**src/rtl/fpu_dispatch_pkg.sv**
```systemverilog
// fpu_dispatch_pkg
// Shared definitions for the FP-unit dispatch engine.
//   state_t          : engine FSM states
//   unit indices     : slot numbers of the attached FP units
//   op codes         : OP-channel encodings understood by the units
//   HAS_*_DEFAULT    : default per-unit channel-presence masks for the 7-unit slice
package fpu_dispatch_pkg;

    typedef enum logic [1:0] {
        ST_IDLE,
        ST_SEND,
        ST_WAIT,
        ST_DONE
    } state_t;

    localparam int unsigned ADDSUB = 0;
    localparam int unsigned MUL    = 1;
    localparam int unsigned DIV    = 2;
    localparam int unsigned COMP   = 3;
    localparam int unsigned FCVTSW = 4;
    localparam int unsigned FCVTWS = 5;
    localparam int unsigned FSQRTS = 6;

    localparam logic [7:0] OP_ADD = 8'h00;
    localparam logic [7:0] OP_SUB = 8'h01;
    localparam logic [7:0] OP_FEQ = 8'h14;
    localparam logic [7:0] OP_FLT = 8'h0C;
    localparam logic [7:0] OP_FLE = 8'h1C;

    localparam logic [6:0] HAS_B_DEFAULT  = 7'b0001111;
    localparam logic [6:0] HAS_OP_DEFAULT = 7'b0001001;

endpackage

```
**src/rtl/fpu_dispatch_axis.sv**
```systemverilog
// axis_hold
// One-beat AXI4-Stream source register. A load captures a beat and raises
// the pending flag (tvalid); the beat is held stable until tvalid & tready,
// after which tvalid drops and tdata returns to zero. flush abandons the beat.
//   CLK, RST_N  : clock, synchronous active-low reset
//   load        : capture load_data; pending set to load_pend
//   load_pend   : channel is used by this operation
//   load_data   : beat to send
//   flush       : drop any pending beat
//   tready      : sink ready
//   tvalid      : pending flag / source valid
//   tdata       : held beat, zero whenever tvalid is low
module axis_hold #(
    parameter int unsigned W = 32
) (
    input  logic         CLK,
    input  logic         RST_N,
    input  logic         load,
    input  logic         load_pend,
    input  logic [W-1:0] load_data,
    input  logic         flush,
    input  logic         tready,
    output logic         tvalid,
    output logic [W-1:0] tdata
);

    always_ff @(posedge CLK) begin
        if (!RST_N || flush) begin
            tvalid <= 1'b0;
            tdata  <= '0;
        end else if (load) begin
            tvalid <= load_pend;
            tdata  <= load_pend ? load_data : '0;
        end else if (tvalid && tready) begin
            tvalid <= 1'b0;
            tdata  <= '0;
        end
    end

endmodule

```
**src/rtl/fpu_dispatch.sv**
```systemverilog
// fpu_dispatch
// Issue/complete engine between the core EXECUTE stage and N_UNITS AXI4-Stream
// FP units. One operation in flight: operands/op are sent on the selected
// unit's A/B/OP channels, the result is taken from its R channel and returned
// as a single RES_VALID pulse. Bad unit index and timeout complete with an
// error flag and zero data.
//   CLK, RST_N                      : clock, synchronous active-low reset
//   ISSUE_VALID/READY/UNIT/A/B/OP   : issue handshake from the core
//   RES_VALID/DATA/ERR/TMO          : one-cycle completion pulse and qualifiers
//   STALL                           : core hold request
//   U_A/U_B/U_OP_TDATA/TVALID/TREADY: per-unit source channels
//   U_R_TDATA/TVALID/TREADY         : per-unit result channels
module fpu_dispatch
    import fpu_dispatch_pkg::*;
#(
    parameter int unsigned         N_UNITS = 7,
    parameter int unsigned         DATA_W  = 32,
    parameter int unsigned         OP_W    = 8,
    parameter logic [N_UNITS-1:0]  HAS_B   = N_UNITS'(HAS_B_DEFAULT),
    parameter logic [N_UNITS-1:0]  HAS_OP  = N_UNITS'(HAS_OP_DEFAULT),
    parameter int unsigned         TMO_W   = 12
) (
    input  logic                       CLK,
    input  logic                       RST_N,
    input  logic                       ISSUE_VALID,
    output logic                       ISSUE_READY,
    input  logic [3:0]                 ISSUE_UNIT,
    input  logic [DATA_W-1:0]          ISSUE_A,
    input  logic [DATA_W-1:0]          ISSUE_B,
    input  logic [OP_W-1:0]            ISSUE_OP,
    output logic                       RES_VALID,
    output logic [DATA_W-1:0]          RES_DATA,
    output logic                       RES_ERR,
    output logic                       RES_TMO,
    output logic                       STALL,
    output logic [N_UNITS*DATA_W-1:0]  U_A_TDATA,
    output logic [N_UNITS*DATA_W-1:0]  U_B_TDATA,
    output logic [N_UNITS*OP_W-1:0]    U_OP_TDATA,
    output logic [N_UNITS-1:0]         U_A_TVALID,
    output logic [N_UNITS-1:0]         U_B_TVALID,
    output logic [N_UNITS-1:0]         U_OP_TVALID,
    input  logic [N_UNITS-1:0]         U_A_TREADY,
    input  logic [N_UNITS-1:0]         U_B_TREADY,
    input  logic [N_UNITS-1:0]         U_OP_TREADY,
    input  logic [N_UNITS*DATA_W-1:0]  U_R_TDATA,
    input  logic [N_UNITS-1:0]         U_R_TVALID,
    output logic [N_UNITS-1:0]         U_R_TREADY
);

    // Timeout fires on the cycle the timer would step onto all-ones, so
    // SEND/WAIT lasts at most 2^TMO_W-1 cycles.
    localparam logic [TMO_W-1:0] TMO_LAST = ~TMO_W'(1);

    state_t               state_q, state_d;
    logic [N_UNITS-1:0]   sel_q, issue_sel;
    logic                 unit_ok, accept, load, busy;
    logic                 r_ready_q, r_capture, tmo_hit, finish;
    logic [TMO_W-1:0]     timer_q;
    logic                 a_valid, b_valid, op_valid;
    logic [DATA_W-1:0]    a_data, b_data, r_data_sel, res_data_q;
    logic [OP_W-1:0]      op_data;
    logic                 res_valid_q, res_err_q, res_tmo_q;

    always_comb begin
        issue_sel = '0;
        for (int unsigned u = 0; u < N_UNITS; u++) begin
            issue_sel[u] = (ISSUE_UNIT == 4'(u));
        end
    end

    always_comb begin
        r_data_sel = '0;
        for (int unsigned u = 0; u < N_UNITS; u++) begin
            if (sel_q[u]) r_data_sel = U_R_TDATA[u*DATA_W +: DATA_W];
        end
    end

    assign unit_ok   = ({1'b0, ISSUE_UNIT} < 5'(N_UNITS));
    assign busy      = (state_q == ST_SEND) || (state_q == ST_WAIT);
    assign accept    = ISSUE_VALID && (state_q == ST_IDLE);
    assign load      = accept && unit_ok;
    assign r_capture = busy && r_ready_q && |(U_R_TVALID & sel_q);
    assign tmo_hit   = busy && !r_capture && (timer_q == TMO_LAST);
    assign finish    = r_capture || tmo_hit;

    axis_hold #(.W(DATA_W)) u_hold_a (
        .CLK       (CLK),
        .RST_N     (RST_N),
        .load      (load),
        .load_pend (1'b1),
        .load_data (ISSUE_A),
        .flush     (finish),
        .tready    (|(U_A_TREADY & sel_q)),
        .tvalid    (a_valid),
        .tdata     (a_data)
    );

    axis_hold #(.W(DATA_W)) u_hold_b (
        .CLK       (CLK),
        .RST_N     (RST_N),
        .load      (load),
        .load_pend (|(HAS_B & issue_sel)),
        .load_data (ISSUE_B),
        .flush     (finish),
        .tready    (|(U_B_TREADY & sel_q)),
        .tvalid    (b_valid),
        .tdata     (b_data)
    );

    axis_hold #(.W(OP_W)) u_hold_op (
        .CLK       (CLK),
        .RST_N     (RST_N),
        .load      (load),
        .load_pend (|(HAS_OP & issue_sel)),
        .load_data (ISSUE_OP),
        .flush     (finish),
        .tready    (|(U_OP_TREADY & sel_q)),
        .tvalid    (op_valid),
        .tdata     (op_data)
    );

    always_ff @(posedge CLK) begin
        if (!RST_N) state_q <= ST_IDLE;
        else        state_q <= state_d;
    end

    always_comb begin
        state_d = state_q;
        unique case (state_q)
            ST_IDLE: if (ISSUE_VALID) state_d = unit_ok ? ST_SEND : ST_DONE;
            ST_SEND: begin
                if (finish)                                state_d = ST_DONE;
                else if (!(a_valid || b_valid || op_valid)) state_d = ST_WAIT;
            end
            ST_WAIT: if (finish) state_d = ST_DONE;
            ST_DONE: state_d = ST_IDLE;
            default: state_d = ST_IDLE;
        endcase
    end

    always_ff @(posedge CLK) begin
        if (!RST_N) begin
            sel_q       <= '0;
            r_ready_q   <= 1'b0;
            timer_q     <= '0;
            res_valid_q <= 1'b0;
            res_err_q   <= 1'b0;
            res_tmo_q   <= 1'b0;
            res_data_q  <= '0;
        end else begin
            res_valid_q <= 1'b0;
            res_err_q   <= 1'b0;
            res_tmo_q   <= 1'b0;
            res_data_q  <= '0;
            if (load) begin
                sel_q     <= issue_sel;
                r_ready_q <= 1'b1;
                timer_q   <= '0;
            end else begin
                if (busy)   timer_q   <= timer_q + 1'b1;
                if (finish) r_ready_q <= 1'b0;
            end
            if (accept && !unit_ok) begin
                res_valid_q <= 1'b1;
                res_err_q   <= 1'b1;
            end
            if (r_capture) begin
                res_valid_q <= 1'b1;
                res_data_q  <= r_data_sel;
            end
            if (tmo_hit) begin
                res_valid_q <= 1'b1;
                res_tmo_q   <= 1'b1;
            end
        end
    end

    assign ISSUE_READY = (state_q == ST_IDLE);
    assign STALL       = (ISSUE_VALID && ISSUE_READY) || busy;
    assign RES_VALID   = res_valid_q;
    assign RES_DATA    = res_data_q;
    assign RES_ERR     = res_err_q;
    assign RES_TMO     = res_tmo_q;

    // sel_q is one-hot and the held data is zero when not valid, so gating
    // by sel_q alone keeps every non-selected lane at zero.
    assign U_A_TVALID  = sel_q & {N_UNITS{a_valid}};
    assign U_B_TVALID  = sel_q & {N_UNITS{b_valid}};
    assign U_OP_TVALID = sel_q & {N_UNITS{op_valid}};
    assign U_R_TREADY  = sel_q & {N_UNITS{r_ready_q}};

    always_comb begin
        U_A_TDATA  = '0;
        U_B_TDATA  = '0;
        U_OP_TDATA = '0;
        for (int unsigned u = 0; u < N_UNITS; u++) begin
            if (sel_q[u]) begin
                U_A_TDATA[u*DATA_W +: DATA_W] = a_data;
                U_B_TDATA[u*DATA_W +: DATA_W] = b_data;
                U_OP_TDATA[u*OP_W +: OP_W]    = op_data;
            end
        end
    end

endmodule
```
**config.mk**
```make
export PLATFORM = sky130hd
export DESIGN_NAME = fpu_dispatch
export DESIGN_NICKNAME = d
export VERILOG_FILES = /design/src/rtl/fpu_dispatch_pkg.sv /design/src/rtl/fpu_dispatch_axis.sv /design/src/rtl/fpu_dispatch.sv
export SDC_FILE = /design/constraint.sdc
export NUM_CORES = 1
export LEC_CHECK = 0
export BUFFER_PORTS_ARGS = -buffer_cell sky130_fd_sc_hd__buf_2
export CORE_AREA = 4 4 349 351
export CTS_CLUSTER_DIAMETER = 100
export DETAILED_ROUTE_END_ITERATION = 10
export DIE_AREA = 0 0 353 355
export PLACE_DENSITY_LB_ADDON = 0.3
export SLEW_MARGIN = 30
export SYNTH_ARGS = -nofsm -noshare
export SYNTH_HDL_FRONTEND = slang
export SYNTH_HIERARCHICAL = 1
export SYNTH_SLANG_ARGS = --single-unit
```
**constraint.sdc**
```tcl
create_clock -name CLK -period 2.55 [get_ports CLK]
set_input_delay 0.3825 -clock CLK [delete_from_list [all_inputs] [get_ports CLK]]
set_output_delay 0.3825 -clock CLK [all_outputs]
set_load 0.1 [all_outputs]
```
==> results of run 1 <==
## power breakdown
group | internal [uW] | switching (uW) | total [uW]
Sequential | 2150 | 183 | 2330
Clock | 1310 | 1330 | 2640
Combinational | 680 | 1120 | 1800
Total | 4130 | 2640 | 6770
## registers in the layout, summed over array words and instances (netlist names), 2 cells and up
signal	flops
RES_DATA	32
sel_q	7
state_q	2
timer_q	12
u_hold_a/tdata	32
u_hold_b/tdata	32
u_hold_op/tdata	8
## worst max-delay path, stage by stage, from the launching register on
cell,delay [ns]
sky130_fd_sc_hd__dfxtp_4,0.40
sky130_fd_sc_hd__buf_12,0.20
sky130_fd_sc_hd__buf_4,0.31
sky130_fd_sc_hd__and2_1,0.16
sky130_fd_sc_hd__buf_2,0.42
## metrics by stage
stage / setup slack, ns / util / power, uW
final: 0.103 / 0.160 / 6770
after CTS: 0.00472 / 0.158 / 7010
after floorplan: 0.247 / - / 3310
after detailed placement: 0.233 / 0.153 / 4210
after global placement: 0.181 / 0.153 / 4200
after global routing: 0.000475 / 0.159 / 7210
## metal layers
metal | share of wire | up-vias | GRT usage
met4 | 0.016 | 6 | 0.0261
met3 | 0.065 | 85 | 0.0314
met1 | 0.43 | 6564 | 0.156
met2 | 0.49 | 677 | 0.215
met5 | 0.00051 | - | 0
li1 | - | 6417 | -
## final cells by class
type	instances	area, um2
clock buffers	17	425
clock inverters	15	158
repair buffers	981	6420
fillers	13700	100000
diodes	14	35.0
flip-flops and latches	132	2670
inverters	39	148
multi-input cells	1067	7190
well taps	1548	1940
## cells in the mapped netlist, drive strengths merged
cell    count  area [um2]
a22oi       8        60.1
or3         2        12.5
conb        1        3.75
inv        39         146
dfxtp     132        2640
nand4       5        31.3
xor2        5        43.8
buf        39         288
nand2b      3        18.8
and2      532        3330
a221oi     64         623
and4        1        8.76
nand2      26        97.6
nor4b       1        8.76
nor3       35         175
a211oi      1        7.51
nand4b      1        8.76
xnor2       5        43.8
a31oi       4        25.0
nor2b      72         450
and2b      68         513
o32ai       1        16.3
a222oi      4        40.0
a211o       1        8.76
and4b       3        31.3
or3b        3        26.3
nand3       7        35.0
nor2       20        75.1
a21o        1        7.51
a21boi      3        22.5
and3        2        12.5
a21oi      69         345
ha          5        62.6
o31ai      34         255
o21ai       7        35.0
clkbuf    103         387
a32o       72         721
## what timing repair did
| action | 4_1_cts | 5_1_grt |
|---|---|---|
| resized for setup | 4 | 36 |
| setup endpoints to repair | 49 | 36 |
| setup buffers | 0 | 0 |
| cloned | 0 | 0 |
## logic make-up after synthesis
logic type	Yosys count	share of synthesized area
xor gates and xnor gates	10	0.00825
adders and majority gates	5	0.00589
other	1	0.000353
and+or+nand+nor	781	0.455
buffers and inverters	181	0.0773
AOI/OAI and AO/OA	269	0.204
DFF	132	0.249
## path summary, 6_finish.rpt
| kind | cells past startpoint | end | from | slack (ns) |
|---|---|---|---|---|
| hold reg to reg | 2 | state_q[1]$_SDFFE_PN0P_ | state_q[1]$_SDFFE_PN0P_ | 0.49 |
| setup / recovery | 4 | U_B_TDATA[39] | sel_q[1]$_SDFFE_PN0P_ | 0.10 |
| hold / removal | 2 | u_hold_a/tdata[13]$_SDFFE_PP0P_ | ISSUE_A[13] | 0.1 |
| setup reg to reg | 9 | u_hold_op/tdata[7]$_SDFFE_PP0P_ | state_q[0]$_SDFFE_PN0P_ | 0.27 |
==> flow_summary.toml, run 1 <==
[critical_path]
setup_cp_type = "flop to output port"
cp-end-kind = "output port"
category_of_the_worst_setup_path_launch_point = "flop"
cp.arrival_ns = 2.06
critPathMaxFanout = 29
cp_data_required_time_ns = 2.17

[synthesis]
syn_avg_cell_area_um2 = 7.70
synth.yosys.seq_area_share = 0.249
ys_ff_latch = 132
cells_after_synthesis = 1379
netlist_area_um2 = 10600
yosys_warn_count = 6
yosysUniqueCellTypes = 42

[cts]
clock-root-buffer = "sky130_fd_sc_hd__clkbuf_16"
holdBufCountCts = 0
cts_max_path_buffers = 2
cts_tree = "built"
cts.reportedPaths.clkPinSlew_ns = 0.08
clk-insertion-delay-late_ns = 0.49
cts_made_buffers = 17
clock_sinks = 132
depth_of_the_cts_h_tree = 4

[grt]
first_global_vias = 13800
grt_pass1_wl_um = 111000
grt.overflow.total = 0
grt_start_max_net_pins = 74
initial_antenna_violation_count = 37
groute.usage.overall = 0.124

[timing]
fin_skew_ns = 0.0228
max_slew.worst_pin.slew_ns = 0.692
post-route-period-util = 0.960
grt_setup_unrepaired = "no"
setup_viol = 0
slew_viol_final = 0
fin_tns_setup_ns = 0
hold_viol = 0
maxClockFrequency_mhz = 409
holdWs_ns = 0.0955
relSlewSlack = 0.538
period_minus_slack_ns = 2.45

[placement]
numPortBuffers = 899
place_inst = 3767
dpl-instance-area_um2 = 18300
routabilityCongestion = 0.805
dpl.hpwl_um = 66600

[floorplanning]
core_region_area_um2 = 119000
die_h_um = 355
dieArea_um2 = 125000
dieWidth_um = 353
starting_density = 0.0892
placement_rows = 127
top_level_ports = 900

[finish]
area_growth_pct = 78.8
fin_area_um2 = 19000
drive_above_1_share = 0.462
most-common-layout-cells = "sky130_fd_sc_hd__buf_2 (799), sky130_fd_sc_hd__and2_1 (532), sky130_fd_sc_hd__dfxtp_1 (125)"
layout.cells.most_common = "sky130_fd_sc_hd__buf_2"
finalNetCount = 2574
stdcell_count = 3813

[routing]
initialDrtViolationCount = 884
wl_per_cell_um = 21.3
postRouteAntennaNets = 0
detail_route.vias_per_cell = 3.61
drcViolationCount = 0
detail_route.wirelength_um = 81100
detailedRoute.firstPassIterationCount = 5
dr_total_vias = 13700

[hold_path]
hold_path_class = "input port to flop"

[pwr]
max-vdd-ir-drop_uv = 530
power-per-cell-area_nw_per_um2 = 357
cellLeakagePower_uw = 0.00941

[outcome]
outcome = "finished, final reports clean"

[run]
timing.max_cap.violations = 0
No activity file was read; power rests on OpenSTA's default activity.
==> run 2, diff against run 1 <==
--- a/config.mk
+++ b/config.mk
@@ -5,6 +5,7 @@
 export SDC_FILE = /design/constraint.sdc
 export NUM_CORES = 1
 export LEC_CHECK = 0
+export ABC_AREA = 1
 export BUFFER_PORTS_ARGS = -buffer_cell sky130_fd_sc_hd__buf_2
 export CORE_AREA = 4 4 349 351
 export CTS_CLUSTER_DIAMETER = 100
==> run 2 against run 1 <==
Effect of this change:
- sequential cell count unchanged
- hold slack improved by 0.047 ns
- count of clock-buffer cells in the layout increased by 3
- worst setup slack improved by 0.0020 ns
- global-route usage increased by 1.0 points
- register-to-register slack improved by 0.14 ns
- area after synthesis increased by 12%
- power increased by 8.2%
- synthesized cell count increased by 55%
- critical path type unchanged
==> flow_summary.toml, run 2 <==
[outcome]
outcome = "finished, final reports clean"

[timing]
maxClockFrequency_mhz = 409
fin_tns_setup_ns = 0
setup_viol = 0
holdWs_ns = 0.142
fin_skew_ns = 0.0162
grt_setup_unrepaired = "no"
slew_viol_final = 0
post-route-period-util = 0.959
relSlewSlack = 0.522
period_minus_slack_ns = 2.45
max_slew.worst_pin.slew_ns = 0.716
hold_viol = 0

[placement]
numPortBuffers = 899
dpl.hpwl_um = 71500
place_inst = 4502
routabilityCongestion = 0.891

[routing]
detail_route.vias_per_cell = 3.58
detail_route.wirelength_um = 87800
wl_per_cell_um = 19.3
topRoutingLayerUsed = "met5"
route.met3.wl_um = 6220
postRouteAntennaNets = 0
route.layer.met1.wl_um = 36500
initialDrtViolationCount = 1144
detailedRoute.firstPassIterationCount = 5
dr_total_vias = 16300
route.met2.wl_um = 42300
drcViolationCount = 0

[finish]
fillerInstances = 14000
drive_above_1_share = 0.386
area_growth_pct = 60.8
layout.area.seq_um2 = 2670
multi_input_logic_area_um2 = 6230
most-common-layout-cells = "sky130_fd_sc_hd__buf_2 (828), sky130_fd_sc_hd__nand2_1 (717), sky130_fd_sc_hd__inv_1 (561)"
layout.cells.most_common = "sky130_fd_sc_hd__buf_2"
finalNetCount = 3310
stdcell_count = 4542

[synthesis]
nets_in_the_synthesized_netlist = 2472
synth.yosys.seq_area_share = 0.222
yosys-top-cells-count = "sky130_fd_sc_hd__nand2_1 (719), sky130_fd_sc_hd__inv_1 (562), sky130_fd_sc_hd__dfxtp_1 (132)"
synth-compound-area-share = 0.143
cells_after_synthesis = 2136
synth_top_family_by_area = "simple AND/OR/NAND/NOR gates"
synth_top_area_share = 0.226
yosysUniqueCellTypes = 45
yosys-mux-area-fraction = 0
ys_ff_latch = 132
yosys_warn_count = 6
yosys.area_share.adder = 0.00525
syn_avg_cell_area_um2 = 5.58
synth_simple_gate_area_frac = 0.370
netlist_area_um2 = 11900
synthDominantAreaCellType = "sky130_fd_sc_hd__nand2_1"
post_synth_xor_area_fraction = 0.00147
number_of_synthesized_flops_with_an_enable_pin = 0
async_flop_share = 0
netlist_top_cells_area = "sky130_fd_sc_hd__nand2_1 (23%), sky130_fd_sc_hd__dfxtp_1 (22%), sky130_fd_sc_hd__inv_1 (18%)"
synth.most_common_cell = "sky130_fd_sc_hd__nand2_1"
dominantRegCellSynth = "sky130_fd_sc_hd__dfxtp_1"

[floorplanning]
dieWidth_um = 353
core_region_area_um2 = 119000
die_h_um = 355
starting_density = 0.100
top_level_ports = 900
placement_rows = 127
dieArea_um2 = 125000

[grt]
first_global_vias = 16000
initial_antenna_violation_count = 31
grt.overflow.total = 0
grt_pass1_wl_um = 121000
groute.usage.overall = 0.134
grt_start_max_net_pins = 60

[hold_path]
hold_path.startpoint = "U_R_TDATA[196]"
hold-path-endpoint = "RES_DATA[4]$_SDFF_PN0_"
hold_path_class = "input port to flop"
hold_path_depth = 3

[pwr]
max-vdd-ir-drop_uv = 531
power-per-cell-area_nw_per_um2 = 382
cellLeakagePower_uw = 0.0131

[cts]
depth_of_the_cts_h_tree = 4
cts_made_buffers = 17
clock-root-buffer = "sky130_fd_sc_hd__clkbuf_16"
cts_max_path_buffers = 2
cts_tree = "built"
clk-insertion-delay-late_ns = 0.49
clock_sinks = 132
holdBufCountCts = 0
cts.reportedPaths.clkPinSlew_ns = 0.08

[critical_path]
r2r.worst_path.cells = 10
r2r-end = "RES_DATA[9]$_SDFF_PN0_"
cp.arrival_ns = 2.06
cp_data_required_time_ns = 2.17
worst-r2r-setup-slack_ns = 0.41
critPathMaxFanout = 59
setup_cp_type = "flop to output port"
category_of_the_worst_setup_path_launch_point = "flop"
cp-end-kind = "output port"
regToRegStartpoint = "sel_q[0]$_SDFFE_PN0P_"

[run]
timing.max_cap.violations = 0
-- run 2: worst max-delay path, stage by stage (launching register included) --
cell and delay (ns):
sky130_fd_sc_hd__dfxtp_4 0.53, sky130_fd_sc_hd__buf_12 0.27, sky130_fd_sc_hd__nand2_1 0.09, sky130_fd_sc_hd__inv_1 0.07
sky130_fd_sc_hd__buf_2 0.42
-- run 2: final cells by class --
class                   instances  area share
repair buffers                965       0.291
clock inverters                12     0.00744
clock buffers                  20      0.0238
multi-input cells            1289       0.325
inverters                     569       0.112
flip-flops and latches        132       0.139
diodes                          7    0.000913
well taps                    1548       0.101
-- run 2: worst max path at each step --
stage | slack, ns | from | endpoint | depth (start not counted)
floorplan | 0.001 | state_q[0]$_SDFFE_PN0P_ | STALL | 4
global placement | 0.39 | sel_q[0]$_SDFFE_PN0P_ | U_A_TDATA[13] | 4
detailed placement | 0.35 | sel_q[0]$_SDFFE_PN0P_ | U_A_TDATA[20] | 4
CTS | 0.007 | sel_q[6]$_SDFFE_PN0P_ | U_A_TDATA[210] | 4
global route | 0.001 | sel_q[6]$_SDFFE_PN0P_ | U_B_TDATA[202] | 4
finish | 0.10 | sel_q[6]$_SDFFE_PN0P_ | U_A_TDATA[213] | 4
-- run 2: cell families after synthesis --
group | Yosys count
AOI/OAI and AO/OA | 271
xor gates and xnor gates | 2
adders and majority gates | 5
buffers and inverters | 715
DFF | 132
other | 1
and+or+nand+nor | 1010
-- run 2: power by group --
group / internal [uW] / switching, uW / total [uW]
clock network: 1510 / 1260 / 2780
registers: 2140 / 239 / 2380
logic: 638 / 1530 / 2170
-- run 2: what timing repair did --
| action | CTS | global route |
|---|---|---|
| endpoints found under the setup margin | 82 | 29 |
| gates resized for setup | 46 | 12 |
| buffers inserted | 1 | 0 |
-- run 2: layer usage --
layer	vias up	global-route usage
li1	7938	-
met1	7434	0.161
met2	740	0.231
met3	130	0.0350
met4	12	0.0471
met5	-	0
-- run 2: per-stage QoR --
step / util / total power [uW] / cell area (um2) / setup WS (ns)
after global routing: 0.161 / 7740 / 19200 / 0.00150
after detailed placement: 0.154 / 4590 / 18400 / 0.347
final: 0.161 / 7330 / 19200 / 0.105
after floorplan: - / 3680 / 11900 / 0.00101
after CTS: 0.161 / 7540 / 19100 / 0.00712
after global placement: 0.154 / 4590 / 18400 / 0.391
